### src/rtl/uart_tx_arbiter_pkg.sv
// Shared types for the UART TX arbiter: FSM state encoding and the
// round-robin search helper used by rr_arbiter.
package uart_pkg;

  localparam int unsigned RR_MAX_REQ = 16;
  localparam int unsigned RR_IDX_W   = 4;

  typedef enum logic [2:0] {
    ARB       = 3'd0,
    LOAD      = 3'd1,
    START     = 3'd2,
    WAIT_ACK  = 3'd3,
    WAIT_DONE = 3'd4,
    GAP       = 3'd5
  } arb_state_t;

  typedef struct packed {
    logic                found;
    logic [RR_IDX_W-1:0] idx;
  } rr_result_t;

  // First set bit of req searching ptr+1, ptr+2, ... modulo num_req.
  function automatic rr_result_t rr_next(input logic [RR_IDX_W-1:0]   ptr,
                                         input logic [RR_MAX_REQ-1:0] req,
                                         input int unsigned           num_req);
    rr_result_t          res;
    logic [RR_IDX_W-1:0] cand;
    res = '0;
    for (int unsigned i = 1; i <= RR_MAX_REQ; i++) begin
      cand = RR_IDX_W'((32'(ptr) + i) % num_req);
      if ((i <= num_req) && !res.found && req[cand]) begin
        res.found = 1'b1;
        res.idx   = cand;
      end
    end
    return res;
  endfunction

endpackage

### src/rtl/uart_tx_arbiter_rr.sv
// Combinational round-robin priority search: one-hot grant and index of the
// first requester after ptr, wrapping around.
module rr_arbiter
  import uart_pkg::*;
#(
  parameter int NUM_REQ = 4,
  parameter int IDX_W   = $clog2(NUM_REQ)
) (
  input  logic [NUM_REQ-1:0] req,
  input  logic [IDX_W-1:0]   ptr,
  output logic [NUM_REQ-1:0] grant,
  output logic [IDX_W-1:0]   idx,
  output logic               found
);

  rr_result_t res_s;

  // Priority search and one-hot decode of the winner.
  always_comb begin
    res_s = rr_next(RR_IDX_W'(ptr), RR_MAX_REQ'(req), NUM_REQ);
    found = res_s.found;
    idx   = IDX_W'(res_s.idx);
    if (res_s.found) begin
      grant = NUM_REQ'(1'b1) << idx;
    end else begin
      grant = '0;
    end
  end

endmodule

### src/rtl/uart_tx_arbiter.sv
// Round-robin, packet-locked sharing of one UART TX serializer between
// NUM_REQ byte-stream requesters, with an optional idle gap between packets.
module uart_tx_arbiter
  import uart_pkg::*;
#(
  parameter int NUM_REQ    = 4,
  parameter int DATA_BITS  = 8,
  parameter int GAP_CYCLES = 0
) (
  input  logic                           i_clk,
  input  logic                           i_reset,
  input  logic [NUM_REQ*DATA_BITS-1:0]   i_data,
  input  logic [NUM_REQ-1:0]             i_valid,
  input  logic [NUM_REQ-1:0]             i_last,
  output logic [NUM_REQ-1:0]             o_ready,
  output logic [NUM_REQ-1:0]             o_grant,
  output logic [DATA_BITS-1:0]           o_tx_data,
  output logic                           o_tx_start,
  input  logic                           i_tx_busy,
  output logic                           o_busy
);

  localparam int IDX_W = $clog2(NUM_REQ);
  localparam int GAP_W = (GAP_CYCLES > 1) ? $clog2(GAP_CYCLES) : 1;
  localparam logic [GAP_W-1:0] GAP_LAST = GAP_W'((GAP_CYCLES > 0) ? GAP_CYCLES - 1 : 0);
  localparam logic [IDX_W-1:0] PTR_INIT = IDX_W'(NUM_REQ - 1);

  arb_state_t           state_r, state_nxt_s;
  logic [NUM_REQ-1:0]   grant_r, grant_nxt_s, ready_s, arb_grant_s;
  logic [IDX_W-1:0]     gidx_r, gidx_nxt_s, ptr_r, ptr_nxt_s, arb_idx_s;
  logic                 arb_found_s, last_r, last_nxt_s, start_r, busy_r;
  logic [DATA_BITS-1:0] tx_data_r, tx_data_nxt_s;
  logic [GAP_W-1:0]     gap_cnt_r, gap_cnt_nxt_s;

  rr_arbiter #(
    .NUM_REQ (NUM_REQ),
    .IDX_W   (IDX_W)
  ) u_rr (
    .req   (i_valid),
    .ptr   (ptr_r),
    .grant (arb_grant_s),
    .idx   (arb_idx_s),
    .found (arb_found_s)
  );

  // Next-state and next-register logic; o_ready is the only combinational output.
  always_comb begin
    state_nxt_s   = state_r;
    grant_nxt_s   = grant_r;
    gidx_nxt_s    = gidx_r;
    ptr_nxt_s     = ptr_r;
    tx_data_nxt_s = tx_data_r;
    last_nxt_s    = last_r;
    gap_cnt_nxt_s = gap_cnt_r;
    ready_s       = '0;
    case (state_r)
      ARB: begin
        if (arb_found_s) begin
          grant_nxt_s = arb_grant_s;
          gidx_nxt_s  = arb_idx_s;
          state_nxt_s = LOAD;
        end else begin
          state_nxt_s = ARB;
        end
      end
      LOAD: begin
        // Packet lock: only the owner is offered ready, and we wait for it indefinitely.
        ready_s[gidx_r] = i_valid[gidx_r];
        if (i_valid[gidx_r]) begin
          tx_data_nxt_s = i_data[gidx_r*DATA_BITS +: DATA_BITS];
          last_nxt_s    = i_last[gidx_r];
          state_nxt_s   = START;
        end else begin
          state_nxt_s = LOAD;
        end
      end
      START: begin
        state_nxt_s = WAIT_ACK;
      end
      WAIT_ACK: begin
        if (i_tx_busy) begin
          state_nxt_s = WAIT_DONE;
        end else begin
          state_nxt_s = WAIT_ACK;
        end
      end
      WAIT_DONE: begin
        if (!i_tx_busy && last_r) begin
          ptr_nxt_s     = gidx_r;
          grant_nxt_s   = '0;
          gap_cnt_nxt_s = '0;
          state_nxt_s   = (GAP_CYCLES > 0) ? GAP : ARB;
        end else if (!i_tx_busy) begin
          state_nxt_s = LOAD;
        end else begin
          state_nxt_s = WAIT_DONE;
        end
      end
      GAP: begin
        if (gap_cnt_r == GAP_LAST) begin
          state_nxt_s = ARB;
        end else begin
          gap_cnt_nxt_s = gap_cnt_r + GAP_W'(1);
          state_nxt_s   = GAP;
        end
      end
      default: begin
        grant_nxt_s = '0;
        state_nxt_s = ARB;
      end
    endcase
  end

  // State and output registers; start and busy are registered from the next state.
  always_ff @(posedge i_clk or posedge i_reset) begin
    if (i_reset) begin
      state_r   <= ARB;
      grant_r   <= '0;
      gidx_r    <= '0;
      ptr_r     <= PTR_INIT;
      tx_data_r <= '0;
      last_r    <= 1'b0;
      gap_cnt_r <= '0;
      start_r   <= 1'b0;
      busy_r    <= 1'b0;
    end else begin
      state_r   <= state_nxt_s;
      grant_r   <= grant_nxt_s;
      gidx_r    <= gidx_nxt_s;
      ptr_r     <= ptr_nxt_s;
      tx_data_r <= tx_data_nxt_s;
      last_r    <= last_nxt_s;
      gap_cnt_r <= gap_cnt_nxt_s;
      start_r   <= (state_nxt_s == START);
      busy_r    <= (state_nxt_s != ARB);
    end
  end

  assign o_ready    = ready_s;
  assign o_grant    = grant_r;
  assign o_tx_data  = tx_data_r;
  assign o_tx_start = start_r;
  assign o_busy     = busy_r;

endmodule

### config.mk
export PLATFORM = sky130hd
export DESIGN_NAME = uart_tx_arbiter
export DESIGN_NICKNAME = d
export VERILOG_FILES = /design/src/rtl/uart_tx_arbiter_pkg.sv /design/src/rtl/uart_tx_arbiter_rr.sv /design/src/rtl/uart_tx_arbiter.sv
export SDC_FILE = /design/constraint.sdc
export NUM_CORES = 1
export LEC_CHECK = 0
export ABC_CLOCK_PERIOD_IN_PS = 1750
export CORE_MARGIN = 1
export CORE_UTILIZATION = 42
export CTS_BUF_LIST = sky130_fd_sc_hd__clkbuf_16
export DETAILED_ROUTE_END_ITERATION = 16
export GPL_TIMING_DRIVEN = 0
export PLACE_DENSITY_LB_ADDON = 0.08
export SLEW_MARGIN = 20
export SYNTH_ARGS = -nofsm -noshare
export SYNTH_HDL_FRONTEND = slang
export SYNTH_SLANG_ARGS = --single-unit
### constraint.sdc
create_clock -name i_clk -period 1.75 [get_ports i_clk]
set_input_delay 0.4375 -clock i_clk [delete_from_list [all_inputs] [get_ports i_clk]]
set_output_delay 0.4375 -clock i_clk [all_outputs]
set_load 0.05 [all_outputs]
==> summary.md <==
| Metric | Value |
|---|---|
| Area contributors post-synth | `dfrtp_1 36%, mux2_4 9.7%, mux4_2 8.1%, mux4_1 7.5%, buf_6 4.0%` |
| Initial drt markers | `54` |
| Top sig layer | `met4` |
| Status | `complete, but fails checks` |
| Max-cap violation count | `0` |
| DR vias/cell | `5.412` |
| Beginning of the worst hold path | `o_grant[2]$_DFFE_PP0P_` |
| Number of cells on the worst reg-to-reg path | `6` |
| Total gr overflow | `0` |
| RSZ-0062 raised after global routing | `true` |
| Synth cell types | `38` |
| Footprint of the multi-input gates | `864.6 µm²` |
| H-tree Lvls | `1` |
| Tmin final | `1.897 ns` |
| Slowest stage delay, CP | `0.37 ns` |
| Bufs and invs on worst path | `2` |
| WP data arrival | `1.46 ns` |
| Cell area after synthesis | `0.001396 mm²` |
| Worst EP required | `1.31 ns` |
| Total CTS buffers | `3` |
| EDFF count, synth | `0` |
| CP Launch Type | `flip-flop` |
| Die Ht | `59.66 µm` |
| Slew HR | `43.61%` |
| Crit-path slowest cell | `dfrtp_1` |
| Final number of max-transition violations | `0` |
| Final Net Count | `228` |
| Crit path capture type | `primary output` |
| HP Class | `reg2reg` |
| Area share of the largest cell type after synthesis | `35.84%` |
| CP delay by family, top | `flip-flops` |
| FF-to-FF Start | `gidx_r[0]$_DFFE_PP0P_` |
| Synth area leader | `dfrtp_1` |
| Synth Flop Type | `dfrtp_1` |
| Clock transition at path regs | `0.06 ns` |
| Via count of the first global-routing pass | `1,278` |
| Critical Path Source | `gidx_r[0]$_DFFE_PP0P_` |
| Share of cells above drive strength 1 | `30.43%` |
| Residual DRC | `0` |
| Critical-path maximum fanout | `4` |
| Fillers | `227` |
| Number of core rows | `20` |
| Placer Congestion | `0.7777` |
| Core area | `0.003103 mm²` |
| Post-synth ARST share | `100.0%` |
| Routed wire length on met3 | `169 µm` |
| Setup Skew | `0.002761 ns` |
| Clock tree buffer depth | `2` |
| CTS tree | `built` |
| Clk sink count | `22` |
| #FFs+latches synth | `22` |
| Final hold viol count | `0` |
| 1st-pass router iterations | `4` |
| Finished Cell Area | `0.002297 mm²` |
| Clock Latency Late Sink | `0.26 ns` |
| Hold Crit Depth | `2` |
| Register Area | `553.0 µm²` |
| Most common cell in the netlist | `dfrtp_1` |
| Routed Antenna Nets | `0` |
| WS Path Type | `reg2out` |
| Wire per inst | `16.61 µm` |
| Port buffer count | `60` |
| VDD IR-drop max | `0.0008585 V` |
| Pleak | `1.018 nW` |
| Syn Nets | `152` |
| Post-synthesis sequential area ratio | `39.61%` |
| Final WL | `3.787 mm` |
| Final Setup Violations | `4` |
| Largest net degree at the start of global routing | `23` |
| Yosys warnings | `0` |
| Initial antenna violation count | `0` |
| Die Width | `59.66 µm` |
| Placement Cell Area | `0.002108 mm²` |
| Avg Cell Area, Syn | `12.81 µm²` |
| Post-detailed-placement half-perimeter wirelength | `2.697 mm` |
| Worst-Margin Slew | `0.8448 ns` |
| Synth cell count leaders | `20 x dfrtp_1, 9 x mux2_4, 8 x nand2_1` |
| Starting Density | `45.00%` |
| Power per cell area | `1758 mW/mm²` |
| Final std cells w/o fill | `228` |
| Top Ports | `61` |
| ANT cells | `0` |
| PnR worst setup slack | `-0.1467 ns` |
| Worst path depth | `4` |
| First-pass GRT wire length | `6.099 mm` |
| DR vias | `1,234` |
| Area grow syn2layout | `64.52%` |
| Placed cell count | `213` |
| WL met2 | `2.062 mm` |
| Root Buffer | `clkbuf_16` |
| Total track usage | `24.06%` |
| Post-Syn Instances | `109` |
| Most used cell, CP | `buf_6` |
| Tcrit/Tclk final | `108.4%` |
| Met1 WL | `1.502 mm` |
| CP Cell Sequence | `buf_6 -> mux2i_4 -> nor4b_4 -> buf_6` |
| Failing checks | `setup timing` |
| Fmax | `527.2 MHz` |
| Full die area | `0.003559 mm²` |
## logic make-up after synthesis
kind of cell	synth area share, %
buffers and inverters	6.092
multiplexers	28.32
flip-flops	39.61
AND/OR/NAND/NOR	15.77
AO/OA/AOI/OAI	10.22
## layout by cell type (no fill, tap or decap), drive strengths merged
master / synthesis / layout
a21oi: 2 / 2
a221o: 1 / 1
a221oi: 1 / 1
a311o: 1 / 1
a311oi: 2 / 2
a32o: 2 / 2
and2: 1 / 1
buf: 6 / 21
clkbuf: 0 / 3
clkdlybuf4s50: 0 / 38
dfrtp: 20 / 20
dfstp: 2 / 2
dlygate4sd2: 0 / 18
inv: 4 / 5
mux2: 11 / 11
mux2i: 2 / 2
mux4: 9 / 9
nand2: 9 / 10
nand2b: 4 / 4
nand3: 2 / 2
nand3b: 2 / 2
nand4b: 2 / 2
nor2: 6 / 6
nor3: 2 / 2
nor3b: 2 / 2
nor4: 1 / 1
nor4b: 2 / 2
o21ai: 8 / 8
o21bai: 1 / 1
o22ai: 1 / 1
or2: 1 / 1
or4: 1 / 1
## report_power, final
group | leakage [nW] | internal (mW) | switching, mW
clock network | 0.0423 | 0.305 | 0.190
logic | 0.711 | 1.19 | 1.47
registers | 0.264 | 0.750 | 0.136
## metal layers
metal	global-route usage, %	vias to the layer above
met5	0	-
met4	7.973	0
met3	4.329	7
met2	43.65	50
met1	28.49	609
li1	-	568
## worst paths after layout
check,end,slack [ns]
worst max-delay path,o_ready[2],-0.15
worst min-delay path,o_grant[2]$_DFFE_PP0P_,0.50
worst max register to register,o_tx_data[6]$_DFFE_PP0N_,0.03
worst min register to register,o_grant[2]$_DFFE_PP0P_,0.50
max in group asynchronous,gidx_r[0]$_DFFE_PP0P_,0.58
min in group asynchronous,last_r$_DFFE_PP0N_,0.65
## through the flow
step | power, mW | TNS [ns] | worst slack (ns) | hold slack [ns] | utilization, %
after floorplan | 2.717 | -0.1197 | -0.05999 | 0.4252 | -
after global placement | 3.304 | -9.905 | -1.029 | 0.4944 | 67.94
after detailed placement | 3.361 | -10.77 | -1.055 | 0.4977 | 67.94
after CTS | 3.981 | -0.5170 | -0.1900 | 0.5052 | 73.15
after global routing | 4.235 | -0.6769 | -0.2017 | 0.5173 | 74.03
final | 4.038 | -0.4724 | -0.1467 | 0.5046 | 74.03
## area by class of cell
| type | instances | area share (%) |
|---|---|---|
| multi-input combinational | 77 | 37.64 |
| buffer | 7 | 3.159 |
| inverter | 4 | 0.6536 |
| clock buffer | 3 | 3.268 |
| sequential | 22 | 24.07 |
| timing repair buffer | 70 | 28.65 |
| tap | 44 | 2.397 |
| clock inverter | 1 | 0.1634 |
## what timing repair did
item,CTS,global route
setup buffers,7,3
endpoints found under the setup margin,31,8
hold buffers,0,0
cloned,1,0
resized for setup,54,1
pin swaps,7,5
## sequential cells by signal (all words and copies together), names as in the netlist
name        count
gidx_r          2
last_r          1
o_busy          1
o_grant         4
o_tx_data       8
o_tx_start      1
ptr_r           2
state_r         3
## worst register-to-register path: stages, from the launching register on
cell     delay (ns)
dfrtp_1        0.37
buf_6          0.14
mux2i_4        0.21
buf_4          0.17
o22ai_4        0.25
nand2_4        0.15
mux2_4         0.33
No activity file was read; power rests on OpenSTA's default activity.
